`config.mk`:
```
export PLATFORM = sky130hd
export DESIGN_NAME = noc_input_vc_buffer
export DESIGN_NICKNAME = d
export VERILOG_FILES = /design/src/rtl/noc_pkg.sv /design/src/rtl/noc_vc_fifo.sv /design/src/rtl/noc_input_vc_buffer.sv
export SDC_FILE = /design/constraint.sdc
export NUM_CORES = 1
export LEC_CHECK = 0
export ABC_CLOCK_PERIOD_IN_PS = 3350
export BUFFER_PORTS_ARGS = -buffer_cell sky130_fd_sc_hd__buf_2
export CAP_MARGIN = 20
export CORE_ASPECT_RATIO = 1.25
export CORE_MARGIN = 8
export CORE_UTILIZATION = 59
export DETAILED_ROUTE_END_ITERATION = 6
export GPL_TIMING_DRIVEN = 0
export HOLD_SLACK_MARGIN = 0.08
export PLACE_DENSITY = 0.89
export RECOVER_POWER = 100
export SETUP_SLACK_MARGIN = 0.05
export SLEW_MARGIN = 25
export SYNTH_ARGS = -nofsm -noshare
export SYNTH_HDL_FRONTEND = slang
export SYNTH_SLANG_ARGS = --single-unit
```
`constraint.sdc`:
```
create_clock -name clk -period 3.35 [get_ports clk]
set_clock_uncertainty 0.15 [all_clocks]
set_input_delay 0.67 -clock clk [delete_from_list [all_inputs] [get_ports clk]]
set_output_delay 0.67 -clock clk [all_outputs]
set_load 0.05 [all_outputs]
```
`src/rtl/noc_pkg.sv`:
```
// Shared NoC router types: flit layout, QoS level and the router-wide VC count.
package noc_pkg;

    localparam int VC_COUNT  = 4;
    localparam int QOS_W     = 2;
    localparam int DEST_W    = 4;
    localparam int PAYLOAD_W = 24;

    typedef logic [QOS_W-1:0] qos_level_t;

    typedef struct packed {
        qos_level_t        qos;
        logic [DEST_W-1:0] dest;
    } noc_header_t;

    typedef struct packed {
        logic                 head;
        logic                 tail;
        noc_header_t          header;
        logic [PAYLOAD_W-1:0] payload;
    } noc_flit_t;

endpackage

```
`src/rtl/noc_vc_fifo.sv`:
```
// Single virtual-channel flit FIFO with a combinational head and an occupancy count.
// The caller guarantees push only when not full (or popping) and pop only when not empty.
module noc_vc_fifo
    import noc_pkg::*;
#(
    parameter int  DEPTH = 4,
    localparam int CNT_W = $clog2(DEPTH + 1),
    localparam int PTR_W = $clog2(DEPTH)
) (
    input  logic             clk,
    input  logic             rst_n,
    input  logic             push,
    input  logic             pop,
    input  noc_flit_t        din,
    output noc_flit_t        head,
    output logic             empty,
    output logic             full,
    output logic [CNT_W-1:0] count
);

    noc_flit_t        mem_q [DEPTH];
    logic [PTR_W-1:0] rd_ptr_q, rd_ptr_d;
    logic [PTR_W-1:0] wr_ptr_q, wr_ptr_d;
    logic [CNT_W-1:0] count_q, count_d;

    always_comb begin
        rd_ptr_d = rd_ptr_q;
        wr_ptr_d = wr_ptr_q;
        count_d  = count_q;
        if (push) wr_ptr_d = wr_ptr_q + 1'b1;
        if (pop)  rd_ptr_d = rd_ptr_q + 1'b1;
        case ({push, pop})
            2'b10:   count_d = count_q + 1'b1;
            2'b01:   count_d = count_q - 1'b1;
            default: count_d = count_q;
        endcase
    end

    always_ff @(posedge clk or negedge rst_n) begin
        if (!rst_n) begin
            rd_ptr_q <= '0;
            wr_ptr_q <= '0;
            count_q  <= '0;
        end else begin
            rd_ptr_q <= rd_ptr_d;
            wr_ptr_q <= wr_ptr_d;
            count_q  <= count_d;
        end
    end

    // Storage is not reset; the pointers and count alone define what is valid.
    always_ff @(posedge clk) begin
        if (push) mem_q[wr_ptr_q] <= din;
    end

    assign head  = mem_q[rd_ptr_q];
    assign empty = (count_q == '0);
    assign full  = (count_q == CNT_W'(DEPTH));
    assign count = count_q;

endmodule

```
`src/rtl/noc_input_vc_buffer.sv`:
```
// Router input-port VC buffer: per-VC FIFOs, switch-allocator grant consumer,
// one registered upstream credit per dequeued flit, and sticky error flags.
module noc_input_vc_buffer
    import noc_pkg::*;
#(
    parameter int  VC_COUNT = noc_pkg::VC_COUNT,
    parameter int  DEPTH    = 4,
    localparam int CNT_W    = $clog2(DEPTH + 1),
    localparam int VC_W     = $clog2(VC_COUNT)
) (
    input  logic                               clk,
    input  logic                               rst_n,
    input  logic                               in_flit_valid,
    input  logic [VC_W-1:0]                    in_flit_vc,
    input  noc_flit_t                          in_flit,
    input  logic [VC_COUNT-1:0]                grant,
    output logic [VC_COUNT-1:0]                buffer_empty,
    output noc_flit_t [VC_COUNT-1:0]           head_flit,
    output logic [VC_COUNT-1:0][CNT_W-1:0]     occupancy,
    output logic                               credit_valid,
    output logic [VC_W-1:0]                    credit_vc,
    output logic                               overflow_err,
    output logic                               grant_err
);

    logic [VC_COUNT-1:0] vc_sel;
    logic [VC_COUNT-1:0] push;
    logic [VC_COUNT-1:0] pop;
    logic [VC_COUNT-1:0] full;
    logic [VC_COUNT-1:0] empty;
    logic                grant_ok;
    logic                grant_bad;
    logic                overflow_hit;
    logic [VC_W-1:0]     pop_idx;

    logic            credit_valid_q, credit_valid_d;
    logic [VC_W-1:0] credit_vc_q, credit_vc_d;
    logic            overflow_err_q, overflow_err_d;
    logic            grant_err_q, grant_err_d;

    // A grant is honoured only if it is one-hot and lands on a VC that was
    // non-empty before this edge; anything else non-zero is an error.
    always_comb begin
        vc_sel             = '0;
        vc_sel[in_flit_vc] = in_flit_valid;
        grant_ok           = $onehot(grant) && ((grant & ~empty) != '0);
        grant_bad          = (grant != '0) && !grant_ok;
        pop                = grant_ok ? grant : '0;
        push               = vc_sel & (~full | pop);
        overflow_hit       = (vc_sel & full & ~pop) != '0;
        pop_idx            = '0;
        for (int v = 0; v < VC_COUNT; v++) begin
            if (pop[v]) pop_idx = VC_W'(v);
        end
    end

    always_comb begin
        credit_valid_d = |pop;
        credit_vc_d    = (|pop) ? pop_idx : credit_vc_q;
        overflow_err_d = overflow_err_q | overflow_hit;
        grant_err_d    = grant_err_q | grant_bad;
    end

    always_ff @(posedge clk or negedge rst_n) begin
        if (!rst_n) begin
            credit_valid_q <= 1'b0;
            credit_vc_q    <= '0;
            overflow_err_q <= 1'b0;
            grant_err_q    <= 1'b0;
        end else begin
            credit_valid_q <= credit_valid_d;
            credit_vc_q    <= credit_vc_d;
            overflow_err_q <= overflow_err_d;
            grant_err_q    <= grant_err_d;
        end
    end

    for (genvar v = 0; v < VC_COUNT; v++) begin : g_vc
        noc_vc_fifo #(.DEPTH(DEPTH)) u_fifo (
            .clk   (clk),
            .rst_n (rst_n),
            .push  (push[v]),
            .pop   (pop[v]),
            .din   (in_flit),
            .head  (head_flit[v]),
            .empty (empty[v]),
            .full  (full[v]),
            .count (occupancy[v])
        );
    end

    assign buffer_empty = empty;
    assign credit_valid = credit_valid_q;
    assign credit_vc    = credit_vc_q;
    assign overflow_err = overflow_err_q;
    assign grant_err    = grant_err_q;

endmodule

```
# Yosys cells after proc, flatten, opt, wreduce, memory -nomap -nowiden
# Memories as Yosys holds them, arrays and structs flattened.
# Index checks and enable logic that the tools add are counted.
[totals] register_bits=33 mem_bits_rw=512 input_bits=41 out_inout_bits=149 n_memories=4
[op_classes] addsub=19 magnitude_cmp=2 eq_ne=13 n_mux=18 bitwise_logic=11 n_reduce_logical=16
[mem_list] memory="g_vc[0].u_fifo.mem_q" depth=4 width=32 rd=1 rd_ports_with_merged_regs=0 wr=1 line="noc_vc_fifo.sv:21" text="noc_flit_t mem_q [DEPTH];"
[mem_list] memory="g_vc[1].u_fifo.mem_q" depth=4 width=32 rd=1 rd_ports_with_merged_regs=0 wr=1 line="noc_vc_fifo.sv:21"
[mem_list] memory="g_vc[2].u_fifo.mem_q" depth=4 width=32 rd=1 rd_ports_with_merged_regs=0 wr=1 line="noc_vc_fifo.sv:21"
[mem_list] memory="g_vc[3].u_fifo.mem_q" depth=4 width=32 rd=1 rd_ports_with_merged_regs=0 wr=1 line="noc_vc_fifo.sv:21"
[ops] cell="$pmux W3 S2" count=4
[ops] cell="$and A4 B4 Y4" count=5
[ops] cell="$add A2 B1 Y2 const B" count=8
[ops] cell="$add A3 B1 Y3 const B" count=4
[ops] cell="$eq A3 B3 Y1 const B" count=4
[ops] cell="$logic_not A3 Y1" count=4
[ops] cell="$not A4 Y4" count=3
[ops] cell="$reduce_bool A4 Y1" count=3
[ops] cell="$sub A3 B1 Y3 const B" count=4
[ops] cell="$mux W1" count=10
[ops] cell="$eq A2 B1 Y1 const B" count=4
[ops] cell="$eq A2 B2 Y1 const B" count=4
[ops] cell="$reduce_bool A2 Y1" count=4
[ops] cell="$add A1 B1 Y2" count=2
[ops] cell="$mux W2" count=2
[ops] cell="$mux W4" count=1
[ops] cell="$or A4 B4 Y4" count=1
[ops] cell="$reduce_or A4 Y1" count=1
[ops] cell="$add A2 B2 Y3" count=1
[ops] cell="$eq A3 B1 Y1 const B" count=1
[ops] cell="$logic_and A1 B1 Y1" count=3
[ops] cell="$lt A2 B3 Y1 const B" count=1
[ops] cell="$demux W1 S2" count=1
[ops] cell="$ge A2 B1 Y1 const B" count=1
[ops] cell="other kinds (2)" count=3

# Depth between registers and ports, before layout
# Gate-level depths: netlist of run 1.
[depth] ltp_word=10 depth_mapped=17 ltp_nobuf=16

# By module
# A second synthesis of run 1 with hierarchy kept.
[hier_totals] cells_unflattened=873 area_unflattened_um2=20733.6
[by_module_without_submodules] mod="noc_vc_fifo (g_vc[0].u_fifo ...)" instances=3 cells_each=205 area_each_um2=5063.6 seq_area_each_um2=4018.9
[by_module_without_submodules] mod="noc_vc_fifo (g_vc[1].u_fifo)" instances=1 cells_each=204 area_each_um2=5064.9 seq_area_each_um2=4018.9
[by_module_without_submodules] mod="noc_input_vc_buffer" instances=1 cells_each=54 area_each_um2=478.0 seq_area_each_um2=125.1

# Least setup slack after synthesis of run 1
# Ideal clock, no wire load.
[synth_path] path_kind="input to register" start="in grant[0]" end="mem g_vc[3].u_fifo.mem_q[0][0] (netlist name) (enable)" setup_ns=0.392 t_arrival_ns=3.687 path_slack_ns=-0.879 cell_stages=11 path_buffers=1 cell_sequence="inv_1 > fa_1 > inv_1 > ha_1 > ha_1 > or3b_4 > a41oi_4 > buf_6 > nand2_2 > a21oi_2 > and2_1"
[synth_between] elab_chain_cells=9
[synth_rtl] item="from (decl)" line="noc_input_vc_buffer.sv:16" text="input logic [VC_COUNT-1:0] grant,"
[synth_rtl] item="$add A1 B1 Y2 (not written as such)" line="noc_input_vc_buffer.sv:46" text="grant_ok = $onehot(grant) && ((grant & ~empty) != '0);"
[synth_rtl] item="$add A2 B2 Y3 (not written as such)" line="noc_input_vc_buffer.sv:46"
[synth_rtl] item="$eq A3 B1 Y1" line="noc_input_vc_buffer.sv:46"
[synth_rtl] item="$logic_and A1 B1 Y1 *" line="noc_input_vc_buffer.sv:46"
[synth_rtl] item="$mux W4 *" line="noc_input_vc_buffer.sv:48" text="pop = grant_ok ? grant : '0;"
[synth_rtl] item="$or A4 B4 Y4 *" line="noc_input_vc_buffer.sv:49" text="push = vc_sel & (~full | pop);"
[synth_rtl] item="$and A4 B4 Y4 *" line="noc_input_vc_buffer.sv:49"
[synth_rtl] item="$mux W1 *" line="noc_vc_fifo.sv:53" text="if (push) mem_q[wr_ptr_q] <= din;"
[synth_rtl] item="$mux W1 (not written as such) *" line="noc_vc_fifo.sv:53"
[synth_rtl] item="to (decl)" line="noc_vc_fifo.sv:21"
# Mark *: on every way between the ends. The rest lies on a longest branch, timed or not.

# Final worst setup path of run 1
[layout_path] start="in grant[3]" end="reg g_vc[2].u_fifo.count_q[2]"
[layout_between] elab_chain_cells=9
[layout_rtl] item="$add A1 B1 Y2 (not written as such)" line="noc_input_vc_buffer.sv:46"
[layout_rtl] item="$add A2 B2 Y3 (not written as such)" line="noc_input_vc_buffer.sv:46"
[layout_rtl] item="$eq A3 B1 Y1" line="noc_input_vc_buffer.sv:46"
[layout_rtl] item="$logic_and A1 B1 Y1 *" line="noc_input_vc_buffer.sv:46"
[layout_rtl] item="$mux W4 *" line="noc_input_vc_buffer.sv:48"
[layout_rtl] item="$or A4 B4 Y4" line="noc_input_vc_buffer.sv:49"
[layout_rtl] item="$and A4 B4 Y4" line="noc_input_vc_buffer.sv:49"
[layout_rtl] item="$eq A2 B1 Y1 or $eq A2 B2 Y1 (tied branches)" line="noc_vc_fifo.sv:32" text="case ({push, pop})"
[layout_rtl] item="$pmux W3 S2 or $reduce_bool A2 Y1 (tied branches)"
[layout_rtl] item="to (signal assigned)" line="noc_vc_fifo.sv:47" text="count_q <= count_d;"
[layout_rtl] item="to (decl)" line="noc_vc_fifo.sv:24" text="logic [CNT_W-1:0] count_q, count_d;"
# Marks and branches as above.
# A chain may end at the register's enable or synchronous reset.

==> impl_metrics.env, run 1 <==
export IMPL_routabilityCongestion=0.7715
export IMPL_synth_area_leader_cell="edfxtp_1"
export IMPL_synth_top_cell_area_share=0.7472
export IMPL_outcome="finished with violations"
export IMPL_cp_cell_sequence="buf_12 -> inv_8 -> fa_1 -> inv_1 -> ha_2 -> ha_4 -> or3b_4 -> a41oi_4 -> and2_4 -> nand2_2 -> fa_2 -> or3_1 -> o211ai_1 -> o211ai_1"
export IMPL_clk_latency_ns=0.56
export IMPL_postLayoutSetupSlackWorst_ns=-0.1003
export IMPL_leakagePower_nw=8.614
export IMPL_whs_ns=0.3180
export IMPL_synth_cell_types=46
export IMPL_die_y_microns=224.8
export IMPL_finalWorstPathRequiredPeriod_ns=3.450
export IMPL_hpwl_mm=26.22
export IMPL_syn_inst=881
export IMPL_place_ws_ns=-0.9801
export IMPL_syn_area_per_cell_sq_um=23.36
export IMPL_drc=0
export IMPL_fin_area_sq_um=25210
export IMPL_grt_overflow=0
export IMPL_criticalPathCategory="in2reg"
export IMPL_grt_usage=0.2605
export IMPL_numCtsBuffers=50
export IMPL_grt_pass1_wl_mm=76.37
export IMPL_violations="max-capacitance violations, max-slew violations, negative setup slack"
export IMPL_first_pass_iters=5
export IMPL_reg2reg_depth=14
export IMPL_tns_ns=-0.9957
export IMPL_core_area_sq_um=34420
export IMPL_synth_seq_cells=545
export IMPL_hold_path_end="grant_err"
export IMPL_clockBufferDepth=3
export IMPL_crit_path_max_fanout=3
export IMPL_syn_area_sq_um=20580
export IMPL_wl_per_cell_microns=33.21
export IMPL_cpPeakStageDelay_ns=0.53
export IMPL_min_path_type="reg2reg"
export IMPL_die_x_microns=183.0
export IMPL_cts_tree="done"
export IMPL_cpMaxStageDelayCell="fa_1"
export IMPL_num_rows=76
export IMPL_fmax_mhz=289.8
export IMPL_fin_nets=1286
export IMPL_wl_mm=57.29
export IMPL_ios=190
export IMPL_cp_arrival_ns=3.72
export IMPL_grt_max_degree=34
export IMPL_antenna_cells=0
export IMPL_max_vdd_ir_drop_uv=718.8
export IMPL_required_ns=3.62
export IMPL_rsz0062_at_grt="yes"
export IMPL_cts_sinks=545
export IMPL_yosysWarnings=0
export IMPL_maxCapViolations=1
export IMPL_root_buffer="clkbuf_16"
export IMPL_die_area_sq_um=41140
export IMPL_relSlewSlack=-0.3119
export IMPL_area_growth_pct=22.52
export IMPL_initial_utilization=0.5977
export IMPL_fillers=1925
export IMPL_synth_area_leaders="edfxtp_1, mux4_2, dfrtp_1, ha_1, xnor2_1"
export IMPL_drive_gt1_frac=0.4153
export IMPL_antenna_left=0
export IMPL_r2r_slack_ns=0.39
export IMPL_cp_common_cell="o211ai_1"
export IMPL_hold_violations=0
export IMPL_synth_nets=948
export IMPL_holdCritStartpoint="grant_err"
export IMPL_vias=11106
export IMPL_setup_viol_count_final=35
export IMPL_clkTransAtPathRegs_ns=0.06
export IMPL_rr_startpoint="g_vc[1].u_fifo.count[1]"
export IMPL_report_final_slew_viol_count=34
export IMPL_antenna_found_initial=1
export IMPL_synth_seq_area_share=0.7874
export IMPL_total_power_mw=23.09
export IMPL_grt_pass1_vias=11302
export IMPL_rr_endpoint="g_vc[1].u_fifo.count[2]"
export IMPL_hold_depth=1
export IMPL_drt_iter0_drc=1354
export IMPL_htreeDepth=2
export IMPL_tightest_slew_ns=1.968
export IMPL_via_per_inst=6.438
export IMPL_placed_area_sq_um=22250
export IMPL_power_density_nw_per_um2=916.1
export IMPL_post_route_period_util=1.030
export IMPL_port_buffers=189
export IMPL_endpoint_kind="flip-flop"
export IMPL_cp_start_kind="input port"
==> cells in the final DEF, fill, tap and decap left out, drive strengths merged, types with 3 or more instances in the layout <==
cell	Yosys	layout
clkinv	0	23
mux2i	3	3
bufinv	0	4
dfrtp	33	33
o21ai	3	3
ha	21	21
nand2	13	13
xnor2	15	15
o31ai	4	4
mux2	5	5
and2	19	38
nor2	9	9
mux4	128	128
inv	27	27
edfxtp	512	512
clkbuf	19	133
a21oi	6	6
nor3	9	9
fa	5	5
xor2	5	5
buf	21	236
==> critical path: cells and delay by family <==
family                     cells  cell delay, ns
AOI/OAI and AO/OA              3            0.55
adders and majority gates      4            1.30
buffers and inverters          3            0.15
and+or+nand+nor                4            1.05
==> sequential cells by signal, summed over array words and instances, names as in the netlist <==
| name | count |
|---|---|
| grant_err | 1 |
| g_vc.u_fifo.rd_ptr_q | 8 |
| credit_vc | 2 |
| g_vc.u_fifo.count | 12 |
| credit_valid | 1 |
| g_vc.u_fifo.mem_q | 512 |
| g_vc.u_fifo.wr_ptr_q | 8 |
| overflow_err | 1 |
==> cells in the mapped netlist (all sizes together) <==
library cell	count
a21oi	6
o31ai	4
mux4	128
fa	5
a21o	1
and2	19
buf	21
inv	27
mux2	5
a41oi	1
clkbuf	19
o22ai	2
nor2	9
mux2i	3
dfrtp	33
nand4	1
nor3	9
a311oi	1
and3	1
a2111oi	1
edfxtp	512
nand2	13
or2	1
xnor2	15
o21ai	3
or3b	2
nand3	2
a31oi	2
ha	21
a221oi	1
nand3b	2
or3	1
xor2	5
or4	2
o211ai	2
a221o	1
==> per-layer routing <==
metal | share of wire | global-route usage | up-vias
met5 | 0.00023 | 0 | -
met4 | 0.060 | 0.1337 | 2
met1 | 0.34 | 0.3116 | 5728
met2 | 0.52 | 0.4471 | 855
li1 | - | - | 4325
met3 | 0.088 | 0.05102 | 196
==> per-stage QoR <==
stage / std cells / util
after detailed placement: 1538 / 0.6464
after CTS: 1683 / 0.7136
after global placement: 1538 / 0.6464
after floorplan: 881 / -
final: 1725 / 0.7323
after global routing: 1725 / 0.7323
==> report_power, final <==
group	internal, mW	switching [mW]	leakage (nW)	total, mW
combinational	2.81	6.36	2.86	9.18
sequential	8.01	0.413	5.01	8.43
clock	3.05	2.45	0.746	5.49
total	13.9	9.22	8.61	23.1
==> cell families (layout without fill, tap and decap cells) <==
kind of cell,Yosys count,after routing,synth area share
fa+ha+maj,26,26,0.01763
compound gates,25,25,0.01149
mux,136,136,0.1443
simple gates,62,81,0.01636
xor+xnor,20,20,0.008513
buf+inv,67,424,0.01435
flops,545,545,0.7874
==> final cells by class <==
type	instances	area (sq um)	share of cell area
Clock inverter	27	227.7	0.009033
Multi-Input combinational cell	288	4412	0.1750
Inverter	27	116.4	0.004616
Sequential cell	545	16200	0.6427
Tap cell	468	585.6	0.02323
Clock buffer	63	1300	0.05157
Timing Repair Buffer	272	2140	0.08487
Buffer	35	225.2	0.008934
==> repair_timing <==
action                                  CTS  global route
hold endpoints to repair                 33             0
pin swaps                                33            18
endpoints found under the setup margin  630           521
hold buffers                              1             0
resized for setup                        60            27
setup buffers                            44            37
cloned                                   14             6
==> worst max path at each step <==
stage	start	end	slack, ns	cells past startpoint
2_1_floorplan	grant[3]	g_vc[2].u_fifo.count[2]	-0.45	14
3_3_place_gp	grant[3]	g_vc[3].u_fifo.mem_q[0][20]	-0.89	12
3_5_place_dp	grant[3]	g_vc[2].u_fifo.count[2]	-0.98	15
4_1_cts	grant[3]	g_vc[0].u_fifo.mem_q[2][15]	-0.08	12
5_1_grt	grant[3]	g_vc[2].u_fifo.count[2]	-0.17	14
6_report	grant[3]	g_vc[2].u_fifo.count[2]	-0.10	14
(Power assumes the default switching activity.)
==> run 2: changes to the inputs <==
--- a/config.mk
+++ b/config.mk
@@ -8,7 +8,7 @@
 export ABC_CLOCK_PERIOD_IN_PS = 3350
 export BUFFER_PORTS_ARGS = -buffer_cell sky130_fd_sc_hd__buf_2
 export CAP_MARGIN = 20
-export CORE_ASPECT_RATIO = 1.25
+export CORE_ASPECT_RATIO = 0.5
 export CORE_MARGIN = 8
 export CORE_UTILIZATION = 59
 export DETAILED_ROUTE_END_ITERATION = 6
@@ -20,4 +20,5 @@
 export SLEW_MARGIN = 25
 export SYNTH_ARGS = -nofsm -noshare
 export SYNTH_HDL_FRONTEND = slang
+export SYNTH_HIERARCHICAL = 1
 export SYNTH_SLANG_ARGS = --single-unit
==> impl_metrics.env, run 2 <==
export IMPL_drive_gt1_frac=0.3704
export IMPL_outcome="finished with violations"
export IMPL_synth_most_common_cell="edfxtp_1"
export IMPL_r2r_slack_ns=0.35
export IMPL_finalWorstPathRequiredPeriod_ns=3.347
export IMPL_total_power_mw=22.67
export IMPL_relSlewSlack=-0.3441
export IMPL_cpPeakStageDelay_ns=0.51
export IMPL_die_x_microns=281.1
export IMPL_grt_pass1_vias=11223
export IMPL_report_final_slew_viol_count=34
export IMPL_largest_register_ffs=512
export IMPL_power_density_nw_per_um2=942.5
export IMPL_ios=190
export IMPL_antenna_found_initial=2
export IMPL_clk_latency_ns=0.56
export IMPL_rsz0062_at_grt="yes"
export IMPL_port_buffers=189
export IMPL_utilization=0.6966
export IMPL_layout_common_cells="edfxtp_1, buf_2, mux4_2, clkbuf_1, clkbuf_16"
export IMPL_fmax_mhz=298.8
export IMPL_cp_cell_sequence="buf_4 -> inv_2 -> fa_1 -> inv_2 -> ha_4 -> ha_4 -> nor3b_4 -> buf_6 -> nand2_4 -> buf_4 -> nor2_2 -> ha_4 -> inv_2 -> fa_2 -> xor2_1 -> nor2_1 -> xor2_1"
export IMPL_routabilityCongestion=0.7871
export IMPL_holdCritStartpoint="grant[1]"
export IMPL_grt_use_met1=0.3377
export IMPL_hold_path_end="credit_vc[1]"
export IMPL_hold_depth=4
export IMPL_area_growth_pct=16.02
export IMPL_grt_overflow=0
export IMPL_async_reset_ff_frac=0.06055
export IMPL_grt_max_degree=34
export IMPL_wl_mm=57.45
export IMPL_layout_commonest_cell="edfxtp_1"
export IMPL_syn_inst=873
export IMPL_cpMaxStageDelayCell="fa_1"
export IMPL_grt_use_met2=0.4458
export IMPL_fillers=1835
export IMPL_synth_seq_cells=545
export IMPL_synthSimpleGateAreaFrac=0.01768
export IMPL_cp_arrival_ns=3.68
export IMPL_grt_pass1_wl_mm=79.86
export IMPL_synth_edff_count=512
export IMPL_leakagePower_nw=8.208
export IMPL_synth_area_leaders="edfxtp_1, mux4_2, dfrtp_1, mux4_1, ha_1"
export IMPL_cts_sinks=545
export IMPL_p_clk_frac=0.225
export IMPL_grtUsageMet3=0.05865
export IMPL_drt_iter0_drc=1621
export IMPL_min_path_type="in2reg"
export IMPL_rr_startpoint="g_vc[2].u_fifo/count[2]"
export IMPL_root_buffer="clkbuf_16"
export IMPL_synth_top_family_by_area="multiplexers"
export IMPL_crit_path_max_fanout=5
export IMPL_num_rows=48
export IMPL_first_pass_iters=7
export IMPL_ys_flop_type="edfxtp_1"
export IMPL_syn_area_per_cell_sq_um=23.75
export IMPL_drc=0
export IMPL_setup_viol_count_final=0
export IMPL_yosysWarnings=6
export IMPL_synth_cell_types=38
export IMPL_synth_nets=942
export IMPL_synth_area_leader_cell="edfxtp_1"
export IMPL_violations="max-capacitance violations, max-slew violations"
export IMPL_via_per_inst=6.686
export IMPL_hpwl_mm=29.59
export IMPL_die_area_sq_um=41760
export IMPL_p_sw_mw=9.225
export IMPL_synth_area_mux_share=0.1437
export IMPL_placed_area_sq_um=22400
export IMPL_place_inst=1537
export IMPL_htreeDepth=2
export IMPL_synth_compound_area_frac=0.005250
export IMPL_reg2reg_depth=12
export IMPL_criticalPathCategory="in2reg"
export IMPL_swShare=0.4069
export IMPL_cts_tree="done"
export IMPL_synth_seq_area_share=0.7814
export IMPL_synthAdderAreaFrac=0.01871
export IMPL_synth_top_cell_area_share=0.7415
export IMPL_fin_area_sq_um=24050
export IMPL_grt_usage=0.2667
export IMPL_p_comb_frac=0.407
export IMPL_final_cells=1645
export IMPL_rr_endpoint="g_vc[1].u_fifo/count[2]"
export IMPL_initial_utilization=0.6004
export IMPL_required_ns=3.68
export IMPL_fin_nets=1206
export IMPL_core_area_sq_um=34530
export IMPL_pwr_share_seq=0.368
export IMPL_grt_busiest_layer="met2"
export IMPL_tightest_slew_ns=2.016
export IMPL_synth_common_cells="edfxtp_1, mux4_2, dfrtp_1"
export IMPL_die_y_microns=148.6
export IMPL_maxCapViolations=1
export IMPL_syn_area_sq_um=20730
export IMPL_whs_ns=0.2994
export IMPL_regMostFlops="g_vc.u_fifo/mem_q"
export IMPL_max_vdd_ir_drop_uv=431.8
export IMPL_post_route_period_util=0.9992
export IMPL_endpoint_kind="flip-flop"
export IMPL_numCtsBuffers=45
export IMPL_hold_violations=0
export IMPL_vias=10999
export IMPL_synth_xor_area_share=0.01014
export IMPL_clockBufferDepth=3
export IMPL_wl_per_cell_microns=34.92
export IMPL_cp_start_kind="input port"
export IMPL_clkTransAtPathRegs_ns=0.07
export IMPL_antenna_left=0
export IMPL_p_int_mw=13.45
[run 2: cell count changes after synthesis, sizes merged, moves of 4 or more]
cell,change
and3,+4
xnor2,-7
nand2b,+6
inv,+5
nor3,-5
clkbuf,-15
xor2,+11
buf,+7
a21oi,-6
o21ai,+9
o31ai,-4
[run 2: critical path, delay by kind of cell]
family / cells / cell delay (ns)
adder cells (fa/ha/maj): 5 / 1.49
XOR/XNOR: 2 / 0.32
buffers and inverters: 6 / 0.56
AND/OR/NAND/NOR: 4 / 0.62
[run 2: cell type report]
cell class                 count  area, sq um  share of cell area
buffer                        32        360.3             0.01498
multi-input combinational    270         4299              0.1787
tap                          475        594.3             0.02471
clock buffer                  57         1181             0.04910
clock inverter                22        152.6            0.006346
inverter                      32        137.6            0.005722
timing repair buffer         211         1126             0.04681
antenna                        1        2.502           0.0001040
sequential                   545        16200              0.6735
[run 2: power by group through the flow]
stage	logic (mW)	registers, mW	clock network, mW
floorplan	6.49	8.65	0
global placement	8.60	8.35	0
detailed placement	8.83	8.42	0
CTS	9.07	8.32	5.08
global route	9.46	8.37	5.35
finish	9.24	8.34	5.09
[run 2: how the worst max path moves through the flow]
stage	start	endpoint	slack [ns]	depth (start not counted)
after floorplan	grant[0]	g_vc[0].u_fifo/count[2]	-0.20	16
after global placement	grant[0]	g_vc[0].u_fifo/mem_q[0][14]	-0.91	11
after detailed placement	grant[0]	g_vc[0].u_fifo/mem_q[1][18]	-1.03	11
after CTS	grant[0]	g_vc[2].u_fifo/count[2]	0.03	15
after global routing	grant[1]	g_vc[0].u_fifo/count[2]	-0.06	19
final	grant[3]	g_vc[0].u_fifo/count[2]	0.003	17
[run 2: repair_timing]
item,4_1_cts,5_1_grt
hold buffers,1,0
endpoints found under the setup margin,520,467
cloned,2,4
endpoints found under the hold margin,18,0
setup buffers,12,9
gates resized for setup,20,20
pin swaps,11,12
[run 2: logic make-up (layout without fill, tap and decap cells)]
kind of cell | after synthesis | count (layout)
buffers and inverters | 64 | 354
AOI/OAI and AO/OA | 17 | 17
adders and majority gates | 28 | 28
and+or+nand+nor | 64 | 70
DFF | 545 | 545
other | 0 | 1
xor gates and xnor gates | 24 | 24
muxes | 131 | 131
[run 2: metrics by stage]
stage / setup TNS [ns] / worst slack (ns)
2_1_floorplan: -18.85 / -0.1994
3_3_place_gp: -293.83 / -0.9066
3_5_place_dp: -362.92 / -1.031
4_1_cts: 0 / 0.03482
5_1_grt: -0.3372 / -0.06108
6_report: 0 / 0.002726
[run 2: per-layer routing]
| metal | up-vias | wire length, microns |
|---|---|---|
| met4 | 4 | 2862 |
| met2 | 1001 | 28760 |
| met5 | - | 27 |
| met3 | 209 | 6240 |
| li1 | 4129 | - |
| met1 | 5656 | 19560 |
